`config.mk`:
```
export PLATFORM = sky130hd
export DESIGN_NAME = pw_lock_ctrl_flat
export DESIGN_NICKNAME = d
export VERILOG_FILES = /design/src/rtl/pw_lock_ctrl_pkg.sv /design/src/rtl/pw_lock_ctrl_if.sv /design/src/rtl/pw_lock_ctrl_entry_buf.sv /design/src/rtl/pw_lock_ctrl.sv /design/src/flat_wrapper.sv
export SDC_FILE = /design/constraint.sdc
export NUM_CORES = 1
export LEC_CHECK = 0
export ABC_CLOCK_PERIOD_IN_PS = 2400
export BUFFER_PORTS_ARGS = -buffer_cell sky130_fd_sc_hd__clkbuf_2
export CAP_MARGIN = 20
export CORE_UTILIZATION = 45
export DETAILED_ROUTE_END_ITERATION = 12
export HOLD_SLACK_MARGIN = 0.12
export PLACE_DENSITY = 0.63
export SYNTH_ARGS = -nofsm -noshare
export SYNTH_HDL_FRONTEND = slang
export SYNTH_SLANG_ARGS = --single-unit
```
`constraint.sdc`:
```
create_clock -name clk -period 2.4 [get_ports clk]
set_input_delay 0 -clock clk [delete_from_list [all_inputs] [get_ports clk]]
set_output_delay 0 -clock clk [all_outputs]
set_load 0.01 [all_outputs]
```
`src/rtl/pw_lock_ctrl_pkg.sv`:
```
// Shared types and default sizing for the password lock controller.
package pw_lock_pkg;

  localparam int DEF_DIGITS   = 4;
  localparam int DEF_DIGIT_W  = 4;
  localparam int DEF_MAX_FAIL = 3;

  localparam int PW_W   = DEF_DIGITS * DEF_DIGIT_W;
  localparam int CNT_W  = $clog2(DEF_DIGITS + 1);
  localparam int FAIL_W = $clog2(DEF_MAX_FAIL + 1);

  localparam logic [PW_W-1:0] DEF_PW = 16'h1234;

  typedef enum logic [1:0] {
    ENTRY,
    OPEN,
    LOCKOUT
  } state_e;

  // One keypad event per cycle; clear beats confirm beats a digit.
  typedef enum logic [1:0] {
    EV_NONE,
    EV_CLEAR,
    EV_CONFIRM,
    EV_KEY
  } event_e;

  function automatic event_e decode_event(input logic star, input logic sharp,
                                          input logic key_valid);
    if (star)      return EV_CLEAR;
    if (sharp)     return EV_CONFIRM;
    if (key_valid) return EV_KEY;
    return EV_NONE;
  endfunction

endpackage

```
`src/rtl/pw_lock_ctrl_if.sv`:
```
// Keypad-side and indicator-side signals of the lock controller.
interface pw_lock_ctrl_if import pw_lock_pkg::*; #(
  parameter int DIGITS   = DEF_DIGITS,
  parameter int DIGIT_W  = DEF_DIGIT_W,
  parameter int MAX_FAIL = DEF_MAX_FAIL
);
  localparam int W_PW   = DIGITS * DIGIT_W;
  localparam int W_CNT  = $clog2(DIGITS + 1);
  localparam int W_FAIL = $clog2(MAX_FAIL + 1);

  logic               key_valid;
  logic [DIGIT_W-1:0] key;
  logic               star;
  logic               sharp;
  logic               prog_en;

  logic               pw_ok;
  logic               pw_fail;
  logic               prog_done;
  logic               locked;
  logic [W_FAIL-1:0]  fail_cnt;
  logic [W_CNT-1:0]   entry_cnt;
  logic [W_PW-1:0]    entry;

  modport master (
    output key_valid, key, star, sharp, prog_en,
    input  pw_ok, pw_fail, prog_done, locked, fail_cnt, entry_cnt, entry
  );

  modport slave (
    input  key_valid, key, star, sharp, prog_en,
    output pw_ok, pw_fail, prog_done, locked, fail_cnt, entry_cnt, entry
  );

endinterface

```
`src/rtl/pw_lock_ctrl_entry_buf.sv`:
```
// Keypad entry shift buffer: newest digit lands in the low digit slot.
module pw_entry_buf import pw_lock_pkg::*; #(
  parameter int DIGITS  = DEF_DIGITS,
  parameter int DIGIT_W = DEF_DIGIT_W
) (
  input  logic                         clk,
  input  logic                         rst,
  input  logic                         clear_i,
  input  logic                         push_i,
  input  logic [DIGIT_W-1:0]           digit_i,
  output logic [DIGITS*DIGIT_W-1:0]    entry_o,
  output logic [$clog2(DIGITS+1)-1:0]  cnt_o,
  output logic                         full_o
);
  localparam int W_PW  = DIGITS * DIGIT_W;
  localparam int W_CNT = $clog2(DIGITS + 1);

  logic [W_PW-1:0]  entry_q;
  logic [W_CNT-1:0] cnt_q;

  assign full_o  = (cnt_q == W_CNT'(DIGITS));
  assign entry_o = entry_q;
  assign cnt_o   = cnt_q;

  // Clear wins over push; a push into a full buffer is dropped so nothing is overwritten.
  always_ff @(posedge clk or negedge rst) begin
    if (!rst) begin
      entry_q <= '0;
      cnt_q   <= '0;
    end else if (clear_i) begin
      entry_q <= '0;
      cnt_q   <= '0;
    end else if (push_i && !full_o) begin
      entry_q <= (entry_q << DIGIT_W) | W_PW'(digit_i);
      cnt_q   <= cnt_q + 1'b1;
    end
  end

endmodule

```
`src/rtl/pw_lock_ctrl.sv`:
```
// Password lock controller: entry compare, reprogramming and timed lockout.
module pw_lock_ctrl import pw_lock_pkg::*; #(
  parameter int                        DIGITS      = DEF_DIGITS,
  parameter int                        DIGIT_W     = DEF_DIGIT_W,
  parameter int                        MAX_DIGIT   = 9,
  parameter int                        MAX_FAIL    = DEF_MAX_FAIL,
  parameter int                        LOCK_CYCLES = 16,
  parameter logic [DIGITS*DIGIT_W-1:0] DEFAULT_PW  = DEF_PW
) (
  input  logic           clk,
  input  logic           rst,
  pw_lock_ctrl_if.slave  bus
);
  localparam int W_PW   = DIGITS * DIGIT_W;
  localparam int W_CNT  = $clog2(DIGITS + 1);
  localparam int W_FAIL = $clog2(MAX_FAIL + 1);
  localparam int W_TMR  = $clog2(LOCK_CYCLES + 1);

  localparam logic [W_FAIL-1:0]  FAIL_LIMIT = W_FAIL'(MAX_FAIL);
  localparam logic [W_TMR-1:0]   LOCK_LOAD  = W_TMR'(LOCK_CYCLES);
  localparam logic [DIGIT_W-1:0] KEY_MAX    = DIGIT_W'(MAX_DIGIT);

  state_e            state_q;
  logic [W_PW-1:0]   stored_q;
  logic [W_FAIL-1:0] fail_q;
  logic [W_FAIL-1:0] fail_d;
  logic [W_TMR-1:0]  timer_q;
  logic              pw_ok_q;
  logic              pw_fail_q;
  logic              prog_done_q;
  logic              locked_q;

  event_e            ev;
  logic              buf_clear;
  logic              buf_push;
  logic              buf_full;
  logic              match;
  logic [W_PW-1:0]   entry;
  logic [W_CNT-1:0]  entry_cnt;

  pw_entry_buf #(
    .DIGITS  (DIGITS),
    .DIGIT_W (DIGIT_W)
  ) u_entry_buf (
    .clk     (clk),
    .rst     (rst),
    .clear_i (buf_clear),
    .push_i  (buf_push),
    .digit_i (bus.key),
    .entry_o (entry),
    .cnt_o   (entry_cnt),
    .full_o  (buf_full)
  );

  // Decode the keypad event, steer the buffer and form the compare and next fail count.
  always_comb begin
    ev        = decode_event(bus.star, bus.sharp, bus.key_valid);
    buf_clear = 1'b0;
    buf_push  = 1'b0;
    if (state_q != LOCKOUT) begin
      buf_clear = (ev == EV_CLEAR) || (ev == EV_CONFIRM);
      buf_push  = (ev == EV_KEY) && (bus.key <= KEY_MAX);
    end
    match  = buf_full && (entry == stored_q);
    fail_d = (fail_q >= FAIL_LIMIT) ? FAIL_LIMIT : fail_q + 1'b1;
  end

  // Lock FSM with its stored password, failure counter, lockout timer and registered flags.
  always_ff @(posedge clk or negedge rst) begin
    if (!rst) begin
      state_q     <= ENTRY;
      stored_q    <= DEFAULT_PW;
      fail_q      <= '0;
      timer_q     <= '0;
      pw_ok_q     <= 1'b0;
      pw_fail_q   <= 1'b0;
      prog_done_q <= 1'b0;
      locked_q    <= 1'b0;
    end else begin
      pw_fail_q   <= 1'b0;
      prog_done_q <= 1'b0;
      case (state_q)
        ENTRY: begin
          if (ev == EV_CONFIRM) begin
            if (match) begin
              state_q <= OPEN;
              fail_q  <= '0;
              pw_ok_q <= 1'b1;
            end else begin
              pw_fail_q <= 1'b1;
              fail_q    <= fail_d;
              if (fail_d == FAIL_LIMIT) begin
                state_q  <= LOCKOUT;
                timer_q  <= LOCK_LOAD;
                locked_q <= 1'b1;
              end
            end
          end
        end
        OPEN: begin
          if (ev == EV_CONFIRM) begin
            if (bus.prog_en) begin
              if (buf_full) begin
                stored_q    <= entry;
                prog_done_q <= 1'b1;
              end
            end else begin
              state_q <= ENTRY;
              pw_ok_q <= 1'b0;
            end
          end
        end
        LOCKOUT: begin
          if (timer_q == W_TMR'(1)) begin
            state_q  <= ENTRY;
            timer_q  <= '0;
            fail_q   <= '0;
            locked_q <= 1'b0;
          end else begin
            timer_q <= timer_q - 1'b1;
          end
        end
        default: begin
          state_q  <= ENTRY;
          pw_ok_q  <= 1'b0;
          locked_q <= 1'b0;
        end
      endcase
    end
  end

  assign bus.pw_ok     = pw_ok_q;
  assign bus.pw_fail   = pw_fail_q;
  assign bus.prog_done = prog_done_q;
  assign bus.locked    = locked_q;
  assign bus.fail_cnt  = fail_q;
  assign bus.entry_cnt = entry_cnt;
  assign bus.entry     = entry;

endmodule

```
`src/flat_wrapper.sv`:
```
// flat-port wrapper written by rule: the top's interface ports become plain ports
module pw_lock_ctrl_flat import pw_lock_pkg::*;
#(
  parameter int                        DIGITS      = DEF_DIGITS,
  parameter int                        DIGIT_W     = DEF_DIGIT_W,
  parameter int                        MAX_DIGIT   = 9,
  parameter int                        MAX_FAIL    = DEF_MAX_FAIL,
  parameter int                        LOCK_CYCLES = 16,
  parameter logic [DIGITS*DIGIT_W-1:0] DEFAULT_PW  = DEF_PW
)
  (clk, rst, bus_key_valid, bus_key, bus_star, bus_sharp, bus_prog_en, bus_pw_ok, bus_pw_fail, bus_prog_done, bus_locked, bus_fail_cnt, bus_entry_cnt, bus_entry);
  pw_lock_ctrl_if #(.DIGITS(DIGITS), .DIGIT_W(DIGIT_W), .MAX_FAIL(MAX_FAIL)) bus_i ();
  input  logic clk;
  input  logic rst;
  input wire logic [$bits(bus_i.key_valid)-1:0] bus_key_valid;
  input wire logic [$bits(bus_i.key)-1:0] bus_key;
  input wire logic [$bits(bus_i.star)-1:0] bus_star;
  input wire logic [$bits(bus_i.sharp)-1:0] bus_sharp;
  input wire logic [$bits(bus_i.prog_en)-1:0] bus_prog_en;
  output wire logic [$bits(bus_i.pw_ok)-1:0] bus_pw_ok;
  output wire logic [$bits(bus_i.pw_fail)-1:0] bus_pw_fail;
  output wire logic [$bits(bus_i.prog_done)-1:0] bus_prog_done;
  output wire logic [$bits(bus_i.locked)-1:0] bus_locked;
  output wire logic [$bits(bus_i.fail_cnt)-1:0] bus_fail_cnt;
  output wire logic [$bits(bus_i.entry_cnt)-1:0] bus_entry_cnt;
  output wire logic [$bits(bus_i.entry)-1:0] bus_entry;
  assign bus_i.key_valid = bus_key_valid;
  assign bus_i.key = bus_key;
  assign bus_i.star = bus_star;
  assign bus_i.sharp = bus_sharp;
  assign bus_i.prog_en = bus_prog_en;
  assign bus_pw_ok = bus_i.pw_ok;
  assign bus_pw_fail = bus_i.pw_fail;
  assign bus_prog_done = bus_i.prog_done;
  assign bus_locked = bus_i.locked;
  assign bus_fail_cnt = bus_i.fail_cnt;
  assign bus_entry_cnt = bus_i.entry_cnt;
  assign bus_entry = bus_i.entry;
  pw_lock_ctrl #(.DIGITS(DIGITS), .DIGIT_W(DIGIT_W), .MAX_DIGIT(MAX_DIGIT), .MAX_FAIL(MAX_FAIL), .LOCK_CYCLES(LOCK_CYCLES), .DEFAULT_PW(DEFAULT_PW)) u_core (.clk(clk), .rst(rst), .bus(bus_i));
endmodule
```
Word level (Yosys, flattened, before mapping)
Index checks and enable logic that the tools add are counted. Widths: inputs -> output; s select.

Register bits: 48. Input bits: 10.

$add $sub $neg: 3. $lt $le $gt $ge: 2. Equality and inequality tests: 18. Mux-type cells: 51. Bitwise gates (word level): 3. Reductions and logical operators: 14.

Operators with widths (count): $mux 16 (2); $mux 2 (15); $mux 1 (23); $mux 5 (4); $eq 16x16->1 (1); $or 16x4->16 (1); $reduce_and 5->1 (3); $ne 2x1->1 const B (5); $pmux 5 s2 (1); $eq 2x2->1 const B (4); $reduce_and 4->1 (2); $mux 3 (2); $ne 2x2->1 const B (3); $pmux 1 s3 (2); $pmux 2 s3 (1); $eq 5x1->1 const B (1); $sub 5x1->5 const B (1); $eq 2x1->1 const B (2); $le 4x4->1 const B (1); $pmux 2 s2 (1); $reduce_bool 2->1 (2); $add 3x1->3 const B (1); $eq 3x3->1 const B (1); $logic_and 1x1->1 (3); other kinds (8) (9).

Longest topological paths before layout
Gate-level depths: netlist of the first run.

Depth after elaboration: 13. Mapped depth: 9. Mapped depth without buffers: 9.

Cells and area by module
Synthesis of the first run repeated with hierarchy kept, for this count alone.

Cells, all modules: 247. Area total of the unflattened synthesis: 2433.6 sq um.

Modules (own cells, without submodules): pw_lock_ctrl (instances 1, cells an instance 172, area each 1503.9 sq um); pw_entry_buf (instances 1, cells an instance 75, area each 929.6 sq um).

Worst setup path after synthesis of the first run
Ideal clock, no wire load.

Path kind: reg2reg. Start point: register u_core.u_entry_buf.cnt_q[0] (netlist: u_core.u_entry_buf.cnt_o[0]). End point: register u_core.stored_q[0]. Arrival time: 1675 ps. Path slack: 601 ps. Stages on the path, launching flop included: 7. Clock period less this slack: 1799 ps. Cells stage by stage: dfrtp_1 inv_1 ha_1 nand2_1 nor3_2 buf_6 mux2_2.

Longest elaborated chain between the ends: 2.

RTL lines: start, declared (RTL line pw_lock_ctrl_entry_buf.sv:19) `logic [W_CNT-1:0] cnt_q;`; start signal, assigned (RTL line pw_lock_ctrl_entry_buf.sv:35) `cnt_q <= cnt_q + 1'b1;`; $eq 3x3->1 (RTL line pw_lock_ctrl_entry_buf.sv:21) `assign full_o = (cnt_q == W_CNT'(DIGITS));`; $reduce_and 4->1 (no source line); end signal, assigned (RTL line pw_lock_ctrl.sv:104) `stored_q <= entry;`; end, declared (RTL line pw_lock_ctrl.sv:24) `logic [W_PW-1:0] stored_q;`.

No other way between the ends. A chain may end at the register's enable or synchronous reset.

Worst setup path after layout of the first run
Start point: register u_core.u_entry_buf.cnt_q[0] (netlist: u_core.u_entry_buf.cnt_o[0]). End point: register u_core.timer_q[4].

Longest elaborated chain between the ends: 4.

RTL lines: $eq 3x3->1 (RTL line pw_lock_ctrl_entry_buf.sv:21); $logic_and 1x1->1 (RTL line pw_lock_ctrl.sv:64) `match = buf_full && (entry == stored_q);`; $ne 2x2->1 (no source line); $reduce_and 4->1 (no source line); end signal, assigned (RTL line pw_lock_ctrl.sv:120) `timer_q <= timer_q - 1'b1;`; end, declared (RTL line pw_lock_ctrl.sv:27) `logic [W_TMR-1:0] timer_q;`.

No other way between the ends.

==> impl_metrics.yaml, run 1 <==
run_status:
  outcome: "finished clean"
clock_tree:
  cts_max_level: 2
  root_buffer: "clkbuf_8"
  cts.path.max_buffers: 2
  tritoncts: "yes"
  path_clk_slew_ps: 90
  numCtsBuffers: 5
  worstSkewPairLatency_ps: 310
  cts-resized-gates: 0
  cts_sinks: 48
floorplan:
  ios: 35
  num_rows: 25
  die_height_um: 73.86
  start_util: 0.4792
  die_w_um: 73.86
  die_area_sq_um: 5455
  coreArea_sq_um: 4848
global_route:
  gr-total-overflow: 0
  track_usage: 0.2051
  antenna_found_initial: 0
  grt_pass1_vias: 1671
  grt_max_degree: 27
  grt_pass1_wl_mm: 8.176
sta:
  final_hold_viol_count: 0
  tightest_slew_ps: 657.4
  fin_worst_skew_ps: 10.59
  layout_min_cycle_time_ps: 1879
  fin_crit_sh: 0.7829
  maxSlewViolCount: 0
  max_freq_mhz: 532.2
  max-slew-margin-rel: 0.5617
  rsz0062_at_grt: "false"
  tns_ps: 0
  whs_ps: 238.3
  setup_viol: 0
synthesis:
  synth_seq_area_share: 0.5197
  synth_edf_count: 0
  mappedNetlistArea_sq_um: 2323
  synth_top_flop_cell: "dfrtp_1"
  synth.distinct_cells: 35
  ys_ff_latch: 48
  syn_inst: 228
  async_flop_share: 1.000
  synth_nets: 244
  yosysWarnings: 0
  avgSynthCellArea_sq_um: 10.19
worst_setup_path:
  path_max_fanout: 7
  critPathCaptureType: "flip-flop"
  crit_chain: "inv_1 -> ha_1 -> nand2_1 -> or3_1 -> or2_0 -> o311ai_2"
  crit_arrival_ps: 2100
  critPathKind: "flip-flop to flip-flop"
  worstSetupPathDepth: 6
  critical_path.max_stage_delay_ps: 420
  reg2reg_depth: 6
  worstPathRequired_ps: 2620
  critPathBufInv: 1
  start_kind: "flip-flop"
  crit_slowest_cell: "dfrtp_1"
  path_delay_family: "simple AND/OR/NAND/NOR gates"
detailed_routing:
  dr.pass1.iters: 4
  wl_mm: 4.678
  route.antenna.remaining_nets: 0
  first_iter_violations: 110
  viasPerCell: 5.103
  wire_per_inst_um: 13.72
  num_vias: 1740
  drc_errors: 0
power_and_ir_drop:
  comb_power_share: 0.272
  power_density_nw_per_um2: 826.9
  internal-power_w: 0.001517
  power_frac_seq: 0.456
  swShare: 0.3368
  vdd_ir_drop_max_uv: 340.1
  power_switching_w: 0.0007704
  fin_total_pwr_w: 0.002288
  power_leakage_nw: 1.384
  clkPwrFrac: 0.272
finish:
  num_antenna_cells: 0
  final_common_cell: "nand2_1"
  layout_common_cells: "nand2_1 (47), dfrtp_1 (43), clkbuf_2 (34)"
  layout-drive-gt1-share: 0.2701
  final_nets: 289
  areaGrowthSynthToFinish_pct: 19.06
placed_design:
  gp_congestion: 0.8078
  port_buffers: 34
  place_hpwl_mm: 3.309
run:
  cap_viol_max_count: 0
hold_path:
  hold_path_class: "input pin to asynchronous set/reset pin"
-- power by group through the flow --
stage	clock [W]	sequential (W)	combinational (W)
4_1_cts	0.000636	0.00104	0.000631
3_3_place_gp	0	0.00106	0.000622
6_report	0.000622	0.00104	0.000622
3_5_place_dp	0	0.00106	0.000620
5_1_grt	0.000675	0.00107	0.000716
2_1_floorplan	0	0.00105	0.000422
-- final timing paths --
path	to	slack, ps	start
max reg2reg	u_core.timer_q[4]	520	u_core.u_entry_buf.cnt_o[0]
max	u_core.timer_q[4]	520	u_core.u_entry_buf.cnt_o[0]
min	u_core.timer_q[1]	240	rst
min in group clk	u_core.state_q[0]	340	bus_star
max in group asynchronous	u_core.stored_q[5]	1460	rst
min reg2reg	u_core.bus.locked	490	u_core.bus.locked
-- area by class of cell --
cell class,instances,area [sq um]
clock buffers,6,82.58
well taps,67,83.83
flip-flops and latches,48,1207
repair buffers,47,282.8
inverters,10,37.54
clock inverters,2,38.79
multi-input cells,161,1033
fillers,431,2082
-- metrics by stage --
| stage | area, sq um | utilization | worst slack (ps) | cells |
|---|---|---|---|---|
| floorplan | 2323 | - | 600.6 | 228 |
| global placement | 2585 | 0.5332 | 571.7 | 327 |
| detailed placement | 2585 | 0.5332 | 536.0 | 327 |
| CTS | 2766 | 0.5706 | 523.8 | 341 |
| global route | 2766 | 0.5706 | 383.6 | 341 |
| finish | 2766 | 0.5706 | 521.0 | 341 |
-- state kept, by name (all words and copies together), names as in the netlist --
signal	flops
u_core.stored_q	16
u_core.bus.fail_cnt	2
u_core.bus.prog_done	1
u_core.timer_q	5
u_core.bus.locked	1
u_core.u_entry_buf.cnt_o	3
u_core.bus.pw_fail	1
u_core.bus.pw_ok	1
u_core.u_entry_buf.entry_o	16
u_core.state_q	2
-- timing repair --
item / 4_1_cts / 5_1_grt
setup buffers: 0 / 0
endpoints found under the hold margin: 28 / 0
hold buffers: 6 / 0
-- Yosys cell counts, types with 4 or more instances --
master | number | area (sq um)
xor2_1 | 13 | 113.9
nor3_1 | 4 | 20.02
a21oi_1 | 21 | 105.1
o21ai_0 | 11 | 55.05
xnor2_1 | 5 | 43.79
ha_1 | 6 | 75.07
clkbuf_1 | 5 | 18.77
dfrtp_1 | 43 | 1076
nor2_1 | 6 | 22.52
nand2_1 | 47 | 176.4
inv_1 | 10 | 37.54
mux2_2 | 16 | 180.2
dfstp_2 | 5 | 131.4
-- cells by family after synthesis --
family                   after synthesis  share of synthesized area
flip-flops                            48                     0.5197
buffers and inverters                 19                    0.03554
XOR/XNOR                              18                    0.06785
adder cells (fa/ha/maj)                6                    0.03231
AO/OA/AOI/OAI                         42                     0.1050
AND/OR/NAND/NOR                       78                     0.1578
multiplexers                          17                    0.08185
-- per-layer routing --
metal / track usage / wire length (um) / vias up
met4: 0.07479 / 68 / 0
met1: 0.2981 / 2353 / 835
met5: 0 / 0 / -
met2: 0.2936 / 2070 / 37
met3: 0.05350 / 186 / 6
li1: - / - / 862
(Power assumes the default switching activity.)
==> run 2, diff against run 1 <==
ABC_CLOCK_PERIOD_IN_PS = 1680   (was 2400)
PLACE_DENSITY = 0.66   (was 0.63)
clock period = 1.68 ns   (was 2.4 ns; I/O delays follow)
==> run 2 against run 1 <==
Effect of this change: the run now ends with negative setup slack left; combinational power grew 86%; via count grew 6.8%; clock skew down 4.4 ps; final cell count up 8.5%; power grew 51%; clock-buffer cell count down 1; clock power increased by 37%; flip-flop and latch count unchanged; sequential share of layout area shrank 4.7 points; largest power group unchanged.
==> impl_metrics.yaml, run 2 (synthesized netlist as in run 1, its figures left out) <==
sta:
  tns_ps: -73.01
  layout_min_cycle_time_ps: 1732
  fin_crit_sh: 1.031
  setup_viol: 5
  rsz0062_at_grt: "true"
  max_freq_mhz: 577.3
  max-slew-margin-rel: 0.6449
  maxSlewViolCount: 0
  tightest_slew_ps: 532.6
  fin_worst_skew_ps: 6.227
  final_hold_viol_count: 0
  whs_ps: 201.2
  fin_ws_ps: -52.29
global_route:
  use_met1: 0.2870
  gr-total-overflow: 0
  grtUsageMet3: 0.03704
  grt_pass1_wl_mm: 8.452
  top_usage_layer: "met2"
  use_met2: 0.3303
  track_usage: 0.2080
  grt_pass1_vias: 1762
  grt_max_degree: 31
  antenna_found_initial: 0
worst_setup_path:
  worstPathRequired_ps: 1890
  critPathCaptureType: "flip-flop"
  critPathKind: "flip-flop to flip-flop"
  crit_arrival_ps: 1940
  path_max_fanout: 7
  start_kind: "flip-flop"
placed_design:
  port_buffers: 34
  place_hpwl_mm: 3.634
  gp_congestion: 0.7977
finish:
  layout-drive-gt1-share: 0.3597
  fin_util: 0.6397
  final_nets: 318
  layout_common_cells: "nand2_1 (46), dfrtp_1 (43), clkbuf_2 (34)"
  areaGrowthSynthToFinish_pct: 33.49
  num_antenna_cells: 0
  final_common_cell: "nand2_1"
  nFillCells: 421
clock_tree:
  cts_max_level: 2
  cts.path.max_buffers: 2
  worstSkewPairLatency_ps: 300
  tritoncts: "yes"
  numCtsBuffers: 5
  path_clk_slew_ps: 90
  root_buffer: "clkbuf_8"
  cts_sinks: 48
detailed_routing:
  wire_per_inst_um: 14.16
  viasPerCell: 5.024
  first_iter_violations: 64
  num_vias: 1859
  route.antenna.remaining_nets: 0
  drc_errors: 0
  dr.pass1.iters: 4
  wl_mm: 5.239
power_and_ir_drop:
  power_switching_w: 0.001168
  power_frac_seq: 0.418
  swShare: 0.3379
  vdd_ir_drop_max_uv: 559.1
  comb_power_share: 0.335
  power_leakage_nw: 1.577
  power_density_nw_per_um2: 1114
  clkPwrFrac: 0.247
  internal-power_w: 0.002288
floorplan:
  num_rows: 25
  coreArea_sq_um: 4848
  die_area_sq_um: 5455
  ios: 35
  die_w_um: 73.86
  start_util: 0.4792
  die_height_um: 73.86
hold_path:
  hold_path_class: "input pin to asynchronous set/reset pin"
run:
  cap_viol_max_count: 0
run_status:
  violations: "negative setup slack"
  outcome: "finished, violations left"
[run 2: cell types whose count changed in the layout (fill, tap and decap cells not counted), moves of 3 or more]
cell,change
buf_4,+23
buf_12,+3
mux2_2,-12
buf_6,+3
mux2_4,+12
[run 2: cell type report]
class / count / area [sq um] / area share
well taps: 67 / 83.83 / 0.02703
multi-input cells: 161 / 1107 / 0.3570
inverters: 10 / 37.54 / 0.01210
flip-flops and latches: 48 / 1207 / 0.3893
clock inverters: 3 / 47.55 / 0.01533
repair buffers: 76 / 549.3 / 0.1771
clock buffers: 5 / 68.82 / 0.02219
[run 2: power by group through the flow]
stage / logic (W) / clock network, W / registers (W)
3_5_place_dp: 0.00112 / 0 / 0.00147
5_1_grt: 0.00131 / 0.000914 / 0.00147
3_3_place_gp: 0.00110 / 0 / 0.00146
2_1_floorplan: 0.000609 / 0 / 0.00150
6_report: 0.00116 / 0.000855 / 0.00144
4_1_cts: 0.00114 / 0.000866 / 0.00144
[run 2: final timing paths]
path                       depth (start not counted)           startpoint                          end  slack (ps)
setup / recovery                                   5  u_core.stored_q[12]            u_core.timer_q[4]         -50
hold / removal                                     2                  rst  u_core.u_entry_buf.cnt_o[2]         200
setup reg to reg                                   5  u_core.stored_q[12]            u_core.timer_q[4]         -50
hold reg to reg                                    2    u_core.bus.locked            u_core.bus.locked         490
max in group asynchronous                          3                  rst           u_core.stored_q[4]         870
min in group clk                                   6             bus_star         u_core.bus.prog_done         380
[run 2: timing repair]
item	4_1_cts	5_1_grt
resized for setup	4	17
buffers inserted	0	2
endpoints found under the setup margin	9	23
hold buffers	6	0
endpoints found under the hold margin	50	0
pin swaps	3	6
[run 2: critical path, stage by stage (launching register included)]
cell,delay [ps]
dfstp_2,550
xnor2_1,110
nand4_1,110
or3_4,360
or2_4,300
o311ai_2,210
[run 2: metal layers]
layer | part of all wire | up-vias
li1 | - | 914
met1 | 0.49 | 905
met2 | 0.48 | 33
met3 | 0.025 | 7
met4 | 0.012 | 0
met5 | 0 | -
[run 2: through the flow]
step / total power, W / setup slack, ps / instances / instance area [sq um]
global route: 0.003695 / -135.9 / 370 / 3102
detailed placement: 0.002591 / -172.7 / 354 / 2835
floorplan: 0.002106 / -22.89 / 228 / 2333
global placement: 0.002561 / -121.6 / 354 / 2835
finish: 0.003456 / -52.29 / 370 / 3102
CTS: 0.003453 / -22.11 / 368 / 3025
==> run 3, diff against run 2 <==
CORE_ASPECT_RATIO = 0.75   (was unset)
==> run 3 against run 2 <==
Effect of this change: the flow finishes with violations (design-rule violations, negative setup slack); register-to-register slack gained 30 ps; final cell count shrank 2.4%; first-iteration DRC count grew 81%; worst setup slack gained 28 ps; critical path depth is the same; combinational power is essentially flat; non-clock buffer count shrank 2; die area is essentially flat; wire length grew 1.2%; clock-buffer cell count grew 2; clock power grew 6.9%; critical path type unchanged; largest cell class unchanged.
==> impl_metrics.yaml, run 3 (synthesized netlist as in run 1, its figures left out) <==
sta:
  max_freq_mhz: 586.8
  max-slew-margin-rel: 0.5960
  fin_worst_skew_ps: 10.90
  whs_ps: 321.0
  layout_min_cycle_time_ps: 1704
  final_hold_viol_count: 0
  tightest_slew_ps: 606.0
  rsz0062_at_grt: "true"
  fin_ws_ps: -24.19
  maxSlewViolCount: 0
  setup_viol: 2
  fin_crit_sh: 1.014
worst_setup_path:
  path_max_fanout: 7
  r2r-end: "u_core.timer_q[4]"
  worstPathRequired_ps: 1890
  critical_path.max_stage_delay_ps: 540
  critPathCaptureType: "flip-flop"
  critPathKind: "flip-flop to flip-flop"
  start_kind: "flip-flop"
  r2r_slack_ps: -20
  r2r-start: "u_core.stored_q[12]"
  critPathBufInv: 0
  crit_chain: "xnor2_1 -> nand4_1 -> or3_4 -> or2_4 -> o311ai_2"
  reg2reg_depth: 5
  crit_slowest_cell: "dfstp_2"
  path_delay_family: "simple AND/OR/NAND/NOR gates"
  crit_arrival_ps: 1920
power_and_ir_drop:
  swShare: 0.3292
  power_leakage_nw: 1.582
  vdd_ir_drop_max_uv: 532.7
  clkPwrFrac: 0.259
  power_density_nw_per_um2: 1138
  fin_total_pwr_w: 0.003528
  internal-power_w: 0.002367
  comb_power_share: 0.331
  power_frac_seq: 0.410
  power_switching_w: 0.001161
clock_tree:
  cts_sinks: 48
  cts_max_level: 2
  worstSkewPairLatency_ps: 300
  path_clk_slew_ps: 90
  tritoncts: "yes"
  numCtsBuffers: 5
  root_buffer: "clkbuf_8"
  cts.path.max_buffers: 2
finish:
  multi_input_area_sq_um: 1079
  final_common_cell: "nand2_1"
  layout-drive-gt1-share: 0.3654
  num_antenna_cells: 0
  final_design_area_no_fill_sq_um: 3099
  final_cells: 361
  seq_area_sq_um: 1207
  nFillCells: 383
  final_nets: 316
  layout_common_cells: "nand2_1 (46), dfrtp_1 (43), clkbuf_2 (34)"
  areaGrowthSynthToFinish_pct: 33.39
detailed_routing:
  first_iter_violations: 116
  wl_mm: 5.302
  route.antenna.remaining_nets: 0
  viasPerCell: 5.230
  dr.pass1.iters: 8
  drc_errors: 2
  num_vias: 1888
  wire_per_inst_um: 14.69
placed_design:
  gp_congestion: 0.8213
  placed_cell_area_sq_um: 2816
  dp_cells: 344
  place_hpwl_mm: 3.539
  preCtsSetupSlack_ps: -156.8
  port_buffers: 34
global_route:
  grt_max_degree: 49
  grt_pass1_vias: 1796
  antenna_found_initial: 0
  track_usage: 0.2109
  gr-total-overflow: 0
  grt_pass1_wl_mm: 8.769
floorplan:
  coreArea_sq_um: 4927
  start_util: 0.4716
  num_rows: 22
  die_w_um: 84.97
  ios: 35
  die_height_um: 64.23
  die_area_sq_um: 5458
run:
  cap_viol_max_count: 0
run_status:
  outcome: "finished, violations left"
  violations: "design-rule violations, negative setup slack"
hold_path:
  hold_path_class: "input pin to asynchronous set/reset pin"
run 3: changes by cell type in the layout (fill, tap and decap cells not counted), moves of 2 or more:
cell / before / now
o21ai_0: 11 / 9
mux2_4: 12 / 0
mux2_2: 4 / 16
o21ai_1: 0 / 2
buf_6: 3 / 1
clkinv_4: 2 / 0
clkbuf_8: 5 / 7
clkbuf_16: 0 / 2
buf_4: 30 / 27
run 3: repair_timing:
action / CTS / global route
endpoints found under the setup margin: 10 / 37
hold endpoints to repair: 48 / 0
hold buffers: 6 / 0
buffers inserted: 0 / 1
pin swaps: 4 / 0
cloned: 0 / 2
gates resized for setup: 3 / 10
run 3: per-stage QoR:
stage | util | setup TNS [ps]
global placement | 0.5716 | -430.9
finish | 0.6290 | -35.07
floorplan | - | -22.89
detailed placement | 0.5716 | -636.3
CTS | 0.6110 | -8.592
global route | 0.6290 | -1469
run 3: final cells by class:
type	count	area share
Multi-Input combinational cell	161	0.3480
Timing Repair Buffer	74	0.1853
Tap cell	60	0.02422
Clock buffer	7	0.03109
Sequential cell	48	0.3896
Clock inverter	1	0.009689
Inverter	10	0.01211
run 3: routing by layer:
layer	GRT usage	vias to the layer above	routed length, um
met5	0	-	0
met4	0.07627	0	98
met3	0.04910	10	207
met2	0.3165	42	2362
met1	0.2975	915	2633
li1	-	921	-
run 3: power groups by stage:
stage	Clock, W	Sequential (W)	Combinational [W]
finish	0.000914	0.00145	0.00117
global route	0.000972	0.00147	0.00129
CTS	0.000931	0.00144	0.00114
detailed placement	0	0.00146	0.00112
global placement	0	0.00146	0.00111
floorplan	0	0.00150	0.000609
run 3: how the worst max path moves through the flow:
stage	startpoint	end	slack, ps	depth (start not counted)
final	u_core.stored_q[12]	u_core.timer_q[4]	-20	5
after global routing	u_core.stored_q[12]	u_core.timer_q[4]	-100	6
after CTS	u_core.stored_q[12]	u_core.timer_q[4]	-9	5
after detailed placement	u_core.stored_q[12]	u_core.timer_q[4]	-160	5
after global placement	u_core.stored_q[12]	u_core.timer_q[4]	-100	5
after floorplan	u_core.stored_q[12]	u_core.timer_q[4]	-20	6
run 3: worst reg2reg max path, cell delays in order, from the launching register on:
cell and delay, ps:
dfstp_2 540, xnor2_1 120, nand4_1 100, or3_4 350, or2_4 300, o311ai_2 210
